File: config.mk
export PLATFORM = sky130hd
export DESIGN_NAME = seq_detect_prog
export DESIGN_NICKNAME = d
export VERILOG_FILES = /design/src/rtl/seq_detect_prog.sv
export SDC_FILE = /design/constraint.sdc
export NUM_CORES = 1
export LEC_CHECK = 0
export ABC_AREA = 0
export BUFFER_PORTS_ARGS = -buffer_cell sky130_fd_sc_hd__clkbuf_2
export CAP_MARGIN = 20
export CORE_ASPECT_RATIO = 1.75
export CORE_UTILIZATION = 40
export CTS_BUF_LIST = sky130_fd_sc_hd__clkbuf_4 sky130_fd_sc_hd__clkbuf_8
export DETAILED_ROUTE_END_ITERATION = 16
export RECOVER_POWER = 100
export SLEW_MARGIN = 0
export SYNTH_ARGS = -nofsm -noshare
export SYNTH_HDL_FRONTEND = slang
export SYNTH_SLANG_ARGS = --single-unit
File: constraint.sdc
create_clock -name clk -period 3.3 [get_ports clk]
set_clock_uncertainty 0.15 [all_clocks]
set_input_delay 0.495 -clock clk [delete_from_list [all_inputs] [get_ports clk]]
set_output_delay 0.495 -clock clk [all_outputs]
set_load 0.02 [all_outputs]
File: src/rtl/seq_detect_prog.sv
// Programmable serial pattern detector with overlap/non-overlap modes and a saturating hit counter.
// Match is registered, so it is visible one cycle after the final bit is presented.
module seq_detect_prog #(
   parameter int                 MAX_LEN     = 8,
   parameter logic [MAX_LEN-1:0] RST_PATTERN = 8'b0000_0110,
   parameter int                 RST_LEN     = 4,
   parameter int                 CNT_W       = 8,
   localparam int                LW          = $clog2(MAX_LEN + 1)
) (
   input  logic               clk,
   input  logic               rst,
   input  logic               in_valid,
   input  logic               in,
   input  logic               overlap,
   input  logic               cfg_load,
   input  logic [MAX_LEN-1:0] cfg_pattern,
   input  logic [LW-1:0]      cfg_len,
   input  logic               clr_count,
   output logic               match,
   output logic [CNT_W-1:0]   match_count
);

   logic [MAX_LEN-1:0] pat_q, pat_d;
   logic [MAX_LEN-1:0] hist_q, hist_d;
   logic [MAX_LEN-1:0] nh, len_mask;
   logic [LW-1:0]      len_q, len_d;
   logic [LW-1:0]      fill_q, fill_d, fill_sat, cfg_len_c;
   logic [LW:0]        fill_inc;
   logic               match_q, match_d;
   logic               hit;
   logic [CNT_W-1:0]   cnt_q, cnt_d;

   always_comb begin
      nh = {hist_q[MAX_LEN-2:0], in};
      for (int i = 0; i < MAX_LEN; i++) begin
         len_mask[i] = (i < int'(len_q));
      end
      fill_inc = {1'b0, fill_q} + (LW+1)'(1);
      fill_sat = (fill_inc > (LW+1)'(MAX_LEN)) ? LW'(MAX_LEN) : fill_inc[LW-1:0];
      // fill guards against matching on bits from before the last restart
      hit = in_valid && !cfg_load && (fill_inc >= {1'b0, len_q}) &&
            ((nh & len_mask) == (pat_q & len_mask));

      if (cfg_len == '0) begin
         cfg_len_c = LW'(1);
      end else if (cfg_len > LW'(MAX_LEN)) begin
         cfg_len_c = LW'(MAX_LEN);
      end else begin
         cfg_len_c = cfg_len;
      end
   end

   always_comb begin
      pat_d   = pat_q;
      len_d   = len_q;
      hist_d  = hist_q;
      fill_d  = fill_q;
      cnt_d   = cnt_q;
      match_d = 1'b0;

      if (cfg_load) begin
         pat_d  = cfg_pattern;
         len_d  = cfg_len_c;
         hist_d = '0;
         fill_d = '0;
         cnt_d  = '0;
      end else begin
         if (in_valid) begin
            hist_d = nh;
            fill_d = (hit && !overlap) ? '0 : fill_sat;
         end
         if (clr_count) begin
            cnt_d = '0;
         end
         if (hit) begin
            match_d = 1'b1;
            if (clr_count) begin
               cnt_d = CNT_W'(1);
            end else if (cnt_q != '1) begin
               cnt_d = cnt_q + CNT_W'(1);
            end
         end
      end
   end

   always_ff @(posedge clk or posedge rst) begin
      if (rst) begin
         pat_q   <= RST_PATTERN;
         len_q   <= LW'(RST_LEN);
         hist_q  <= '0;
         fill_q  <= '0;
         match_q <= 1'b0;
         cnt_q   <= '0;
      end else begin
         pat_q   <= pat_d;
         len_q   <= len_d;
         hist_q  <= hist_d;
         fill_q  <= fill_d;
         match_q <= match_d;
         cnt_q   <= cnt_d;
      end
   end

   assign match       = match_q;
   assign match_count = cnt_q;

endmodule

==> impl_metrics.yaml, run 1 <==
run_status:
  outcome: "finished, violations left"
  violations: "capacitance limit, slew limit"
layout:
  area_delta_synth_final_pct: 15.1
  seq_area_um2: 805
  layout.nets: 218
  finalNonFillerCells: 243
  final_cell_mix: "dfrtp_1 (29), nor2_1 (21), clkbuf_2 (17)"
  multiInputGateArea_um2: 835
  final_common_cell: "dfrtp_1"
  drive_above_1_share_pct: 22.2
  diodes: 0
  fillers: 421
floorplan:
  dieArea_mm2: 0.00452
  std_cell_rows: 31
  core_mm2: 0.00411
  die_y_um: 88.2
  ios: 28
  die_w_um: 51.3
  start_util_pct: 41.3
worst_setup_path:
  cp_slowest_stage_delay_ps: 630
  arrival_ps: 2850
  end_kind: "flip-flop"
  worstPathRequired_ps: 3350
  slowest_stage: "or4_1"
  path_max_fanout: 16
  crit_chain: "ha_1, xor2_1, ha_1, o21ai_0, o21ai_0, nand3_1, or4_1, a21oi_1"
  startpoint_type: "flip-flop"
  crit_type: "flip-flop to flip-flop"
yosys:
  synth_cell_types: 38
  synth_cells: 163
  synth_edf_count: 0
  synthFlopType: "dfrtp_1"
  ys_ff_latch: 32
  syn_area_mm2: 0.00170
  synthArstFlopShare_pct: 100
  syn-num-nets: 188
  yosys_warnings: 0
  synth_area_per_cell_um2: 10.4
  ys_seq_area_share_pct: 47.4
sta:
  fin_crit_ps: 2790
  setup_tns_ps: 0
  grt_setup_unrepaired: "no"
  worst_slack_ps: 509
  maxSlewViolCount: 33
  maxSlewHeadroom_pct: -14.3
  finalSetupViolCount: 0
  max_freq_ghz: 0.358
  tightest_slew_ps: 1710
  hold_viol: 0
  period_share_pct: 84.6
drt:
  routedWlPerCell_um: 14.6
  wl_um: 3560
  avgViaCountPerCell: 5.49
  vias: 1335
  detail_route.iter0.violations: 45
  remaining_drc_errors: 0
  drtPass1Iterations: 4
  final_antenna_net_count: 0
power:
  power.internal_w: 0.000649
  peakVddDrop_mv: 0.277
  power.switching_w: 0.000213
  power_w: 0.000862
  p_leak_nw: 0.864
  pwr-share-seq_pct: 50.3
  p_comb_share_pct: 11.9
  p_per_area_mw_per_mm2: 441
  p_sw_share_pct: 24.7
  p_clk_share_pct: 37.9
placed_design:
  globalplace.congestion: 0.884
  place_hpwl_um: 2640
  dp_cells: 235
  pre_cts_ws_ps: 691
  numPortBuffers: 27
global_routing:
  grt_max_degree: 33
  grt-ovfl-total: 0
  track_usage_pct: 18.2
  grt_pass1_vias: 1346
  antenna_found_initial: 0
  grt_pass1_wl_um: 6050
clock_tree:
  cts_buffer_depth: 2
  cts_tree: "yes"
  postCtsSetupRepairBufs: 0
  numCtsBuffers: 5
  clock_sinks: 32
  ctsHtreeMaxLevel: 2
  clkTransAtPathRegs_ps: 70
  cts.hold.buffers_added: 0
  postCtsResizedCells: 0
  cts_root_buf: "clkbuf_8"
  worstSkewPairLatency_ps: 280
worst_hold_path:
  hold_class: "input pin to flip-flop"
flow_run:
  drv_cap: 1
-- cell usage after synthesis (3+ instances only) --
cell / instances / area [µm²]
clkbuf_1: 3 / 11.3
dfstp_2: 3 / 78.8
dfrtp_1: 29 / 726
ha_1: 6 / 75.1
nand2_1: 8 / 30.0
mux2_2: 10 / 113
o22ai_1: 4 / 25.0
o21ai_0: 8 / 40.0
nand3_1: 7 / 35.0
xnor2_1: 9 / 78.8
a21oi_1: 5 / 25.0
mux2i_1: 7 / 70.1
inv_1: 7 / 26.3
o31ai_1: 3 / 22.5
nor2_1: 21 / 78.8
-- worst max-delay path: cells and delay by family (launching register included) --
family / cells / cell delay (ps)
DFF: 1 / 420
xor gates and xnor gates: 1 / 170
and+or+nand+nor: 2 / 1030
adders and majority gates: 2 / 570
AOI/OAI and AO/OA: 3 / 380
-- sequential cells by signal, indices dropped and copies added, names as in the netlist --
signal	flops
match_count	8
pat_q	8
hist_q	7
fill_q	4
len_q	4
match	1
-- per-stage QoR --
step,util [%],hold slack [ps],cell area (µm²)
final,47.5,255,1950
after global routing,47.5,266,1950
after CTS,48.1,138,1980
after detailed placement,45.8,354,1880
after global placement,45.8,351,1880
after floorplan,-,351,1700
-- cells by family after synthesis --
family / Yosys count / synth area share, %
adders and majority gates: 6 / 4.42
AOI/OAI and AO/OA: 35 / 14.5
buffers and inverters: 13 / 3.17
DFF: 32 / 47.4
xor gates and xnor gates: 11 / 5.67
and+or+nand+nor: 49 / 14.1
muxes: 17 / 10.8
-- area by class of cell --
class                      count  area share, %
sequential                    32           41.2
tap                           49           3.14
clock buffer                   8           4.99
multi-input combinational    118           42.7
timing repair buffer          29           6.66
inverter                       7           1.34
-- power by group through the flow --
| stage | combinational, W | sequential [W] | clock, W |
|---|---|---|---|
| 2_1_floorplan | 0.0000754 | 0.000436 | 0 |
| 3_3_place_gp | 0.000102 | 0.000440 | 0 |
| 3_5_place_dp | 0.000105 | 0.000441 | 0 |
| 4_1_cts | 0.000105 | 0.000434 | 0.000333 |
| 5_1_grt | 0.000115 | 0.000437 | 0.000350 |
| 6_report | 0.000102 | 0.000433 | 0.000326 |
-- final timing paths --
path / endpoint / from / cells after the start / slack, ps
max: match_count[3]$_DFF_PP0_ / fill_q[0]$_DFFE_PP0P_ / 8 / 510
min: len_q[2]$_DFFE_PP1P_ / cfg_len[3] / 2 / 260
min in group asynchronous: fill_q[1]$_DFFE_PP0P_ / rst / 3 / 640
max in group asynchronous: hist_q[0]$_DFFE_PP0P_ / rst / 3 / 1370
min reg2reg: match_count[4]$_DFF_PP0_ / match_count[4]$_DFF_PP0_ / 1 / 360
max reg2reg: match_count[3]$_DFF_PP0_ / fill_q[0]$_DFFE_PP0P_ / 8 / 510
-- metal layers --
layer / track usage (%) / vias up / share of wire, %
met4: 9.83 / 0 / 3.4
met5: 0 / - / 0
li1: - / 649 / -
met1: 20.5 / 635 / 41
met3: 5.21 / 11 / 4.2
met2: 30.5 / 40 / 51
(Power assumes the default switching activity.)
==> run 2: changes to the inputs <==
Clock period 3.3 ns to 2.5 ns, I/O delays scaled along.
==> impl_metrics.yaml, run 2 (synthesized netlist as in run 1, its figures left out) <==
sta:
  maxSlewHeadroom_pct: -15.3
  worst_slack_ps: 140
  fin_crit_ps: 2360
  tightest_slew_ps: 1730
  max_freq_ghz: 0.424
  maxSlewViolCount: 33
  timing.hold.ws_ps: 158
  period_share_pct: 94.4
  finalSetupViolCount: 0
  hold_viol: 0
layout:
  layout.nets: 225
  finalNonFillerCells: 250
  multiInputGateArea_um2: 840
  drive_above_1_share_pct: 24.9
  seq_area_um2: 805
  utilization_pct: 48.8
  final_common_cell: "dfrtp_1"
  final_area_mm2: 0.00201
  area_delta_synth_final_pct: 18.3
  fillers: 430
  final_cell_mix: "dfrtp_1 (29), nor2_1 (21), clkbuf_2 (17)"
  diodes: 0
clock_tree:
  cts_root_buf: "clkbuf_8"
  clock_sinks: 32
  cts.hold.buffers_added: 0
  ctsHtreeMaxLevel: 2
  clkTransAtPathRegs_ps: 60
  numCtsBuffers: 5
  cts_buffer_depth: 2
  worstSkewPairLatency_ps: 280
  cts_tree: "yes"
drt:
  drtPass1Iterations: 4
  remaining_drc_errors: 0
  detail_route.iter0.violations: 28
  vias: 1386
  routedWlPerCell_um: 14.6
  wl_um: 3650
  final_antenna_net_count: 0
  avgViaCountPerCell: 5.54
worst_setup_path:
  crit_start: "fill_q[0]$_DFFE_PP0P_"
  arrival_ps: 2380
  regToRegSetupSlack_ps: 140
  end_kind: "flip-flop"
  path_max_fanout: 6
  r2r-start: "fill_q[0]$_DFFE_PP0P_"
  startpoint_type: "flip-flop"
  worstPathRequired_ps: 2520
  crit_type: "flip-flop to flip-flop"
floorplan:
  dieArea_mm2: 0.00452
  ios: 28
  std_cell_rows: 31
  die_w_um: 51.3
  core_mm2: 0.00411
  die_y_um: 88.2
  start_util_pct: 41.3
global_routing:
  grt_pass1_vias: 1335
  grt_max_degree: 33
  grt-ovfl-total: 0
  antenna_found_initial: 0
  grt_pass1_wl_um: 6030
  track_usage_pct: 17.9
placed_design:
  placed_area_mm2: 0.00191
  pre_cts_ws_ps: 50.7
  dp_cells: 239
  place_hpwl_um: 2650
  globalplace.congestion: 0.847
  numPortBuffers: 27
worst_hold_path:
  hold_path.startpoint: "cfg_len[3]"
  hold_class: "input pin to flip-flop"
power:
  p_per_area_mw_per_mm2: 566
  p_leak_nw: 0.893
  peakVddDrop_mv: 0.338
run_status:
  outcome: "finished, violations left"
  violations: "capacitance limit, slew limit"
flow_run:
  drv_cap: 1
-- run 2: cell types whose count changed in the layout (fill, tap and decap cells not counted), sizes merged --
| cell | before | now |
|---|---|---|
| clkbuf | 37 | 38 |
| buf | 0 | 6 |
-- run 2: final timing paths --
kind,depth (start not counted),endpoint
setup reg to reg,10,fill_q[3]$_DFFE_PP0P_
hold reg to reg,1,match_count[4]$_DFF_PP0_
min in group asynchronous,3,match$_DFF_PP0_
setup / recovery,10,fill_q[3]$_DFFE_PP0P_
max in group asynchronous,3,pat_q[5]$_DFFE_PP0P_
hold / removal,2,len_q[2]$_DFFE_PP1P_
-- run 2: worst max-delay path, stage by stage (launching register included) --
cell      delay, ps
dfrtp_1         430
ha_1            250
xor2_1          150
ha_1            270
o21ai_0          70
o21ai_1         150
nand3_2         140
buf_4           180
inv_1            90
nand2b_1        120
a32o_1          270
-- run 2: final cells by class --
cell class | instances | share of cell area (%)
Multi-Input combinational cell | 118 | 41.8
Sequential cell | 32 | 40.1
Timing Repair Buffer | 36 | 8.91
Clock buffer | 8 | 4.86
Tap cell | 49 | 3.05
Inverter | 7 | 1.31
-- run 2: through the flow --
step	setup TNS [ps]	total power [W]
2_1_floorplan	0	0.000675
4_1_cts	0	0.00116
6_report	0	0.00114
5_1_grt	-4.63	0.00120
3_5_place_dp	0	0.000722
3_3_place_gp	0	0.000716
-- run 2: metal layers --
layer | global-route usage, % | vias to the layer above | part of all wire, %
met5 | 0 | - | 0
met3 | 4.34 | 8 | 3.6
li1 | - | 662 | -
met4 | 8.11 | 0 | 1.6
met1 | 20.4 | 683 | 42
met2 | 31.2 | 33 | 52
-- run 2: power by group --
group / total (W) / leakage (nW) / switching (W) / internal [W]
clock network: 0.000427 / 0.0523 / 0.000181 / 0.000246
logic: 0.000138 / 0.425 / 0.0000706 / 0.0000677
registers: 0.000572 / 0.416 / 0.0000261 / 0.000546
-- run 2: timing repair --
item                                    in CTS  in global routing
setup buffers                                0                  3
gates resized for setup                      0                  2
endpoints found under the hold margin        0                  0
endpoints found under the setup margin       0                  5
==> run 3: changes to the inputs <==
Settings changed: CORE_ASPECT_RATIO 1.75 to 2, REMOVE_ABC_BUFFERS set to 1.
==> impl_metrics.yaml, run 3 (synthesized netlist as in run 1, its figures left out) <==
global_routing:
  grt_pass1_wl_um: 6010
  grt_pass1_vias: 1337
  antenna_found_initial: 0
  track_usage_pct: 18.8
  grt_max_degree: 33
  grt-ovfl-total: 0
drt:
  remaining_drc_errors: 0
  detail_route.iter0.violations: 30
  final_antenna_net_count: 0
  avgViaCountPerCell: 5.37
  routedWlPerCell_um: 14.2
  vias: 1349
  wl_um: 3570
  drtPass1Iterations: 4
sta:
  grt_setup_unrepaired: "no"
  finalSetupViolCount: 0
  tightest_slew_ps: 1730
  setup_tns_ps: 0
  fin_crit_ps: 2360
  period_share_pct: 94.6
  maxSlewHeadroom_pct: -15.4
  hold_viol: 0
  max_freq_ghz: 0.423
  maxSlewViolCount: 33
worst_setup_path:
  cp_slowest_stage_delay_ps: 420
  arrival_ps: 2360
  crit_type: "flip-flop to flip-flop"
  worstPathRequired_ps: 2500
  startpoint_type: "flip-flop"
  slowest_stage: "dfrtp_1"
  crit_chain: "ha_1, xor2_1, ha_1, o21ai_0, o21ai_1, nand3_2, buf_4, o311ai_1, o41ai_1"
  path_max_fanout: 10
  end_kind: "flip-flop"
  critical-path-top-cell-by-count: "ha_1"
layout:
  drive_above_1_share_pct: 25.6
  finalNonFillerCells: 251
  final_cell_mix: "dfrtp_1 (28), nor2_1 (21), clkbuf_2 (18)"
  area_delta_synth_final_pct: 18.2
  layout.nets: 223
  final_common_cell: "dfrtp_1"
  diodes: 0
  final_area_mm2: 0.00201
power:
  peakVddDrop_mv: 0.392
  p_sw_share_pct: 24.6
  p_clk_share_pct: 37.6
  pwr-share-seq_pct: 50.1
  power.internal_w: 0.000860
  p_per_area_mw_per_mm2: 568
  p_comb_share_pct: 12.3
  power.switching_w: 0.000280
  p_leak_nw: 0.886
placed_design:
  globalplace.congestion: 0.840
  numPortBuffers: 27
  dp_cells: 242
  place_hpwl_um: 2660
  placed_area_mm2: 0.00192
floorplan:
  ios: 28
  die_y_um: 94.1
  std_cell_rows: 33
  die_w_um: 48.1
  core_mm2: 0.00409
  start_util_pct: 41.5
  dieArea_mm2: 0.00453
clock_tree:
  ctsHtreeMaxLevel: 2
  clkTransAtPathRegs_ps: 70
  worstSkewPairLatency_ps: 280
  cts_tree: "yes"
  cts_root_buf: "clkbuf_8"
  clock_sinks: 32
  cts_buffer_depth: 2
  numCtsBuffers: 5
  cts.hold.buffers_added: 0
run_status:
  outcome: "finished, violations left"
  violations: "capacitance limit, slew limit"
worst_hold_path:
  hold_class: "input pin to flip-flop"
flow_run:
  drv_cap: 1
==> run 3: metrics by stage <==
stage | worst slack [ps] | power, W | utilization (%) | hold WS [ps]
after floorplan | 88.0 | 0.000665 | - | 290
after global placement | 111 | 0.000718 | 46.9 | 309
after detailed placement | 6.19 | 0.000724 | 46.9 | 319
after CTS | 6.82 | 0.00116 | 49.3 | 12.6
after global routing | 0.647 | 0.00119 | 49.1 | 146
final | 135 | 0.00114 | 49.1 | 151
==> run 3: path summary, 6_finish.rpt <==
path	start	endpoint	slack, ps	cells past startpoint
worst max-delay path	fill_q[0]$_DFFE_PP0P_	match_count[2]$_DFF_PP0_	140	9
worst min-delay path	cfg_len[3]	len_q[2]$_DFFE_PP1P_	150	2
worst max register to register	fill_q[0]$_DFFE_PP0P_	match_count[2]$_DFF_PP0_	140	9
worst min register to register	pat_q[4]$_DFFE_PP0P_	pat_q[4]$_DFFE_PP0P_	380	1
max in group asynchronous	rst	fill_q[2]$_DFFE_PP0P_	550	3
min in group asynchronous	rst	match$_DFF_PP0_	520	3
==> run 3: worst max-delay path, delay by kind of cell (launching register included) <==
| family | cells | cell delay (ps) |
|---|---|---|
| AOI/OAI and AO/OA | 4 | 650 |
| xor gates and xnor gates | 1 | 150 |
| adders and majority gates | 2 | 510 |
| buffers and inverters | 1 | 210 |
| DFF | 1 | 420 |
| and+or+nand+nor | 1 | 140 |
==> run 3: power groups by stage <==
| stage | Sequential, W | Combinational [W] | Clock, W |
|---|---|---|---|
| CTS | 0.000571 | 0.000143 | 0.000445 |
| global route | 0.000575 | 0.000159 | 0.000459 |
| detailed placement | 0.000581 | 0.000143 | 0 |
| finish | 0.000571 | 0.000140 | 0.000429 |
| floorplan | 0.000575 | 0.0000901 | 0 |
| global placement | 0.000580 | 0.000138 | 0 |
==> run 3: area by class of cell <==
class	count	area [µm²]
repair buffers	34	165
flip-flops and latches	32	806
clock buffers	8	97.6
inverters	7	26.3
fillers	378	2080
multi-input cells	118	847
well taps	52	65.1
==> run 3: metal layers <==
layer / vias up / part of all wire [%] / GRT usage [%]
met2: 32 / 52 / 31.0
li1: 659 / - / -
met5: - / 0 / 0
met1: 645 / 40 / 21.0
met3: 13 / 3.1 / 3.08
met4: 0 / 4.1 / 11.1
==> run 3: what timing repair did <==
action	CTS	global route
buffers inserted	0	1
gates resized for setup	1	4
endpoints found under the setup margin	1	6
pin swaps	0	0
